$ cat src/rtl/sub_ser4.sv
// Bit-serial unsigned subtractor: diff = a - b - bin, one bit per clock, LSB first.
// State | meaning
// IDLE  | waiting for start; diff/bout hold the last completed result
// RUN   | one full-subtractor step per clock, WIDTH steps in total
module sub_ser4 #(
  parameter int WIDTH = 4
) (
  input  logic             clk,
  input  logic             rst,
  input  logic             start,
  input  logic [WIDTH-1:0] a,
  input  logic [WIDTH-1:0] b,
  input  logic             bin,
  output logic             busy,
  output logic             done,
  output logic [WIDTH-1:0] diff,
  output logic             bout
);

  localparam int CW = (WIDTH > 2) ? $clog2(WIDTH) : 1;

  typedef enum logic {
    IDLE = 1'b0,
    RUN  = 1'b1
  } state_t;

  state_t           state, state_nxt;
  logic [WIDTH-1:0] a_sh, b_sh, res_sh;
  logic [CW-1:0]    cnt;
  logic             br;
  logic             load, step, last;
  logic             d_bit, br_nxt;

  // Single full-subtractor cell on the operand LSBs
  assign d_bit  = a_sh[0] ^ b_sh[0] ^ br;
  assign br_nxt = (~a_sh[0] & b_sh[0]) | (~(a_sh[0] ^ b_sh[0]) & br);

  always_ff @(posedge clk) begin
    if (rst) state <= IDLE;
    else     state <= state_nxt;
  end

  always_comb begin
    state_nxt = state;
    load      = 1'b0;
    step      = 1'b0;
    last      = 1'b0;
    case (state)
      IDLE: begin
        if (start) begin
          load      = 1'b1;
          state_nxt = RUN;
        end
      end
      RUN: begin
        step = 1'b1;
        if (cnt == CW'(WIDTH - 1)) begin
          last      = 1'b1;
          state_nxt = IDLE;
        end
      end
      default: state_nxt = IDLE;
    endcase
  end

  always_ff @(posedge clk) begin
    if (rst) begin
      a_sh   <= '0;
      b_sh   <= '0;
      res_sh <= '0;
      br     <= 1'b0;
      cnt    <= '0;
      busy   <= 1'b0;
      done   <= 1'b0;
      diff   <= '0;
      bout   <= 1'b0;
    end else begin
      busy <= (state_nxt == RUN);
      done <= last;
      if (load) begin
        a_sh   <= a;
        b_sh   <= b;
        br     <= bin;
        res_sh <= '0;
        cnt    <= '0;
      end else if (step) begin
        a_sh   <= a_sh >> 1;
        b_sh   <= b_sh >> 1;
        br     <= br_nxt;
        res_sh <= {d_bit, res_sh[WIDTH-1:1]};
        cnt    <= cnt + CW'(1);
      end
      // Outputs only move at completion; partial results stay in res_sh
      if (last) begin
        diff <= {d_bit, res_sh[WIDTH-1:1]};
        bout <= br_nxt;
      end
    end
  end

endmodule

$ cat config.mk
export PLATFORM = sky130hd
export DESIGN_NAME = sub_ser4
export DESIGN_NICKNAME = d
export VERILOG_FILES = /design/src/rtl/sub_ser4.sv
export SDC_FILE = /design/constraint.sdc
export NUM_CORES = 1
export LEC_CHECK = 0
export BUFFER_PORTS_ARGS = -buffer_cell sky130_fd_sc_hd__clkbuf_2
export CAP_MARGIN = 20
export CORE_MARGIN = 4
export CORE_UTILIZATION = 50
export CTS_CLUSTER_SIZE = 8
export DETAILED_ROUTE_END_ITERATION = 10
export PLACE_DENSITY = 0.7
export SETUP_SLACK_MARGIN = 0.3
export SLEW_MARGIN = 20
export SYNTH_ARGS = -nofsm -noshare
export SYNTH_HDL_FRONTEND = slang
export SYNTH_SLANG_ARGS = --single-unit
$ cat constraint.sdc
create_clock -name clk -period 2.5 [get_ports clk]
set_input_delay 0.375 -clock clk [delete_from_list [all_inputs] [get_ports clk]]
set_output_delay 0.375 -clock clk [all_outputs]
set_load 0.02 [all_outputs]
==> results of run 1 <==
-- registers in the layout, summed over array words and instances (netlist names) --
register  cells
done          1
res_sh        3
diff          4
br            1
b_sh          4
busy          1
a_sh          4
bout          1
cnt           2
-- placed cells by master, fill, tap and decap left out --
master,count
a211oi_1,6
a21bo_2,4
a21o_1,1
a21oi_1,11
a21oi_2,1
a311oi_1,1
buf_4,1
clkbuf_1,1
clkbuf_2,18
clkbuf_4,3
dfxtp_1,21
fa_1,1
ha_1,1
inv_1,3
mux2i_1,9
nand2_1,5
nand2b_1,3
nand3_1,4
nor2_1,1
nor2b_1,6
nor3_1,2
or3b_1,5
-- through the flow --
step	instances	cell area [µm²]	utilization	hold slack [ns]
4_1_cts	133	1030	0.595	0.354
5_1_grt	133	1030	0.595	0.376
3_3_place_gp	129	1000	0.580	0.455
3_5_place_dp	129	1000	0.580	0.456
2_1_floorplan	92	917	-	0.438
6_report	133	1030	0.595	0.363
-- worst paths after layout --
path,from,end
max reg2reg,busy$_SDFF_PP0_,res_sh[3]$_SDFFE_PP0P_
min reg2reg,res_sh[1]$_SDFFE_PP0P_,diff[0]$_SDFFE_PP0P_
max,busy$_SDFF_PP0_,busy
min,b[3],b_sh[3]$_SDFFE_PP0P_
-- cell families after synthesis --
group / after synthesis / synth area share
buf+inv: 10 / 0.0614
simple gates: 26 / 0.166
mux: 9 / 0.0982
compound gates: 24 / 0.180
flops: 21 / 0.458
fa+ha+maj: 2 / 0.0355
-- metal layers --
metal | vias to the layer above | track usage | share of wire
met5 | - | 0 | 0
met4 | 0 | 0.0807 | 0.028
met2 | 16 | 0.222 | 0.45
met1 | 302 | 0.181 | 0.48
met3 | 5 | 0.0379 | 0.046
li1 | 353 | - | -
-- power by group through the flow --
stage	clock (mW)	sequential [mW]	combinational, mW
finish	0.160	0.366	0.0755
global route	0.182	0.370	0.0870
CTS	0.169	0.367	0.0770
detailed placement	0	0.374	0.0760
global placement	0	0.374	0.0757
floorplan	0	0.370	0.0615
-- area by class of cell --
type / instances / share of cell area
Clock buffer: 4 / 0.0256
Inverter: 3 / 0.0110
Multi-Input combinational cell: 61 / 0.429
Sequential cell: 21 / 0.409
Tap cell: 25 / 0.0305
Timing Repair Buffer: 19 / 0.0950
==> out/results.tsv, run 1 <==
metric	value	unit
outcome	completed	
post-route ant nets	0	
Final Critical Period	1.62	ns
crit-path cells	clkbuf_2	
Overall Power	602	µW
final WL	1550	µm
fin crit share	0.649	
clock-pin slew on the worst setup and hold paths	0.11	ns
Avg Vias per Cell	5.08	
Setup violations, final	0	
Setup TNS Final	0	ns
synth cell count leaders	dfxtp_1 (21), a21oi_1 (11), mux2i_1 (9)	
Mapped Nets	106	
Via Count	676	
YS warnings	0	
DRC Markers	0	
nature of the critical path startpoint	flop	
share of layout cells above drive strength 1	0.250	
mapped cell area	917	µm²
sequential area share after synthesis	0.458	
DR pass1 iterations	3	
port buffer count	18	
Storage cell area	420	µm²
row count	15	
drt wl/cell	11.6	µm
share of the synthesized area in the top cell type	0.458	
Leak	0.431	nW
Top delay family on crit path	flip-flops	
Root Driver	clkbuf_4	
r2r setup slk	1.16	ns
Post-Syn Instances	92	
Worst Max-Slew Pin Slew	0.535	ns
nets@finish	123	
vias in the first global route	646	
async set-reset flop share out of synthesis	0	
Clock Sink Count	21	
WP buf/inv	1	
syn avg cell area	9.97	µm²
FMAX	617	MHz
dominant synthesized flop cell	dfxtp_1	
Synth cell types	21	
number of synthesized flops with an enable pin	0	
crit-path max FO	20	
CP max stage delay	0.67	ns
wire length of the first global-routing pass	2810	µm
most numerous cell in the Yosys netlist	dfxtp_1	
Worst EP required	2.12	ns
relative slew slack	0.643	
Worst path slowest cell	dfxtp_1	
die height	50.8	µm
Post-CTS Hold Fix Bufs	0	
largest net degree at the start of global routing	22	
Setup crit end kind	output port	
internal power	451	µW
Pwr Density	586	nW/µm²
area of the multi-input gates	440	µm²
overflow left after global routing	0	
Worst path depth	1	
fillcell total	172	
number of max-cap violations	0	
part of the power in the clock network	0.266	
FF+latch count, synth	21	
Final Hold Fails	0	
cts repair resizes	0	
sw power	152	µW
Setup Buffers After CTS	0	
GPL Wtd Cong	0.728	
initial antenna violation count	0	
sw frac	0.252	
dominant cells by area after synthesis	dfxtp_1 (46%), mux2i_1 (9.8%), a21oi_1 (6.0%)	
Synth area leader	dfxtp_1	
RSZ-0062 raised after global routing	false	
cells on worst reg2reg path	3	
Final Slew Violations	0	
Hold Path Cell Cnt	3	
hpwl dp	1060	µm
diode count	0	
Worst Path Arrival	1.25	ns
H-tree depth	1	
# IOs	19	
dpl ws	1.19	ns
DIE WIDTH	50.8	µm
Hold Path Class	input pin to flop	
first-iteration detailed-routing DRC count	5	
Logic pwr share	0.125	
CTS tree	built	
All-Layer GR Usage	0.144	
core area	1730	µm²
Crit Path Class	flop to output port	
CTS Buffer Depth	2	
register share of total power	0.609	
Worst VDD drop	0.327	mV
worst setup margin	0.879	ns
Initial Util	0.531	
DIE AREA	2580	µm²
total CTS buffers	3	
clk_lat worst skew	0.30	ns
Synth-to-Final Area Change	12.0	%
setup skew after layout	0.00435	ns
(Power assumes the default switching activity.)
==> run 2: changes to the inputs <==
- CORE_UTILIZATION: 50 -> 46
- PLACE_DENSITY: 0.7 -> 0.68
- clock period: 2.5 -> 1.3 ns (I/O delays scaled with it)
==> run 2 against run 1 <==
Clock power up 93%. Die area rose by 7.3%. Sequential power up 92%. Largest power group unchanged.
==> out/results.tsv, run 2 (same netlist as run 1, synthesis figures left out) <==
metric	value	unit	change
outcome	completed		
final hold slack	0.191	ns	-0.172 ns
fin util	0.622		+0.0273
Final Critical Period	1.16	ns	
Pwr Density	1060	nW/µm²	+81%
initial antenna violation count	0		unchanged
fillcell total	178		+3.5%
wire length of the first global-routing pass	2810	µm	unchanged
core area	1800	µm²	+4.3%
Setup crit end kind	flop		
Root Driver	clkbuf_4		
most frequent cells in the layout	dfxtp_1 (14), clkbuf_2 (11), a21oi_1 (10), mux2i_1 (9), buf_6 (7)		
Leak	0.457	nW	+6.1%
Worst Path Arrival	1.39	ns	+0.14 ns
Clock Sink Count	21		unchanged
port buffer count	18		unchanged
nature of the critical path startpoint	flop		
clock-pin slew on the worst setup and hold paths	0.11	ns	about the same
worst setup margin	0.138	ns	-0.741 ns
Worst Max-Slew Pin Slew	0.441	ns	-0.0938 ns
Crit Path Class	flop to flop		
FF-to-FF End	res_sh[3]$_SDFFE_PP0P_		
post-route ant nets	0		unchanged
Synth-to-Final Area Change	22.2	%	
RSZ-0062 raised after global routing	true		
All-Layer GR Usage	0.136		-0.00724
hpwl dp	1060	µm	+0.45%
commonest non-fill, non-tap cell in the layout	dfxtp_1		
die height	52.7	µm	+3.6%
Initial Util	0.509		-0.0221
Setup violations, final	0		unchanged
first-iteration detailed-routing DRC count	9		+4
row count	15		unchanged
FMAX	861	MHz	
Overall Power	1.19	mW	+98%
share of layout cells above drive strength 1	0.369		+0.119
Final Slew Violations	0		unchanged
final WL	1740	µm	+12%
GPL Wtd Cong	0.695		-4.6%
DRC Markers	0		unchanged
cells on worst reg2reg path	4		+1
CP startpoint	b_sh[0]$_SDFFE_PP0P_		
drt wl/cell	12.8	µm	+9.7%
H-tree depth	1		unchanged
Setup TNS Final	0	ns	unchanged
overflow left after global routing	0		unchanged
Final Hold Fails	0		unchanged
DIE WIDTH	52.7	µm	+3.6%
DIE AREA	2770	µm²	+7.3%
Worst EP required	1.53	ns	-0.59 ns
Avg Vias per Cell	5.21		+2.4%
fin crit share	0.894		
diode count	0		unchanged
largest net degree at the start of global routing	22		unchanged
Hold Path Class	input pin to flop		
# IOs	19		unchanged
CTS tree	built		
Post-CTS Hold Fix Bufs	0		unchanged
number of max-cap violations	0		unchanged
nets@finish	126		+2.4%
Worst VDD drop	0.657	mV	+100%
vias in the first global route	640		-0.93%
clk_lat worst skew	0.29	ns	about the same
reg2reg start	b_sh[0]$_SDFFE_PP0P_		
dpl ws	0.150	ns	-1.05 ns
Via Count	708		+4.7%
setup skew after layout	0.000805	ns	-0.00355 ns
crit-path max FO	2		-90%
r2r setup slk	0.14	ns	-1.02 ns
total CTS buffers	3		unchanged
DR pass1 iterations	4		+1
relative slew slack	0.706		+0.0630
CTS Buffer Depth	2		unchanged
Largest regs	a_sh: 4 flops, b_sh: 4 flops, diff: 4 flops		
end of the critical path	res_sh[3]$_SDFFE_PP0P_		
## run 2: how the worst min path moves through the flow
| stage | slack, ns | depth (start not counted) | start | endpoint |
|---|---|---|---|---|
| after global placement | 0.44 | 2 | res_sh[1]$_SDFFE_PP0P_ | diff[0]$_SDFFE_PP0P_ |
| final | 0.19 | 3 | b[3] | b_sh[3]$_SDFFE_PP0P_ |
| after detailed placement | 0.45 | 2 | res_sh[1]$_SDFFE_PP0P_ | diff[0]$_SDFFE_PP0P_ |
| after global routing | 0.20 | 3 | a[3] | a_sh[3]$_SDFFE_PP0P_ |
| after floorplan | 0.33 | 2 | rst | br$_SDFFE_PP0P_ |
| after CTS | 0.18 | 3 | bin | br$_SDFFE_PP0P_ |
## run 2: where the power goes
group / switching (mW) / internal, mW
clock network: 0.190 / 0.119
logic: 0.0904 / 0.0866
registers: 0.0253 / 0.678
## run 2: cell type report
type | count | area, µm² | share of cell area
timing repair buffer | 22 | 164 | 0.146
clock buffer | 4 | 26.3 | 0.0234
inverter | 3 | 11.3 | 0.0100
tap | 25 | 31.3 | 0.0279
sequential | 21 | 432 | 0.385
multi-input combinational | 61 | 457 | 0.407
## run 2: metrics by stage
step                instances  area, µm²
CTS                       136       1090
global route              136       1120
detailed placement        128       1000
finish                    136       1120
floorplan                  92        931
global placement          128       1000
## run 2: timing repair
action                                 4_1_cts  5_1_grt
pin swaps                                    6        5
endpoints found under the hold margin        0        0
setup endpoints to repair                   22       23
setup buffers                                4        0
resized for setup                           10       18
## run 2: worst max-delay path: stages, from the launching register on
cell and delay (ns):
dfxtp_2 0.36, inv_2 0.04, fa_1 0.51, nand2_1 0.05
a21oi_1 0.13
## run 2: layer usage
layer | vias up | track usage | part of all wire
li1 | 360 | - | -
met2 | 13 | 0.225 | 0.48
met3 | 2 | 0.0285 | 0.047
met1 | 333 | 0.172 | 0.47
met5 | - | 0 | 0
met4 | 0 | 0.0511 | 0.0035
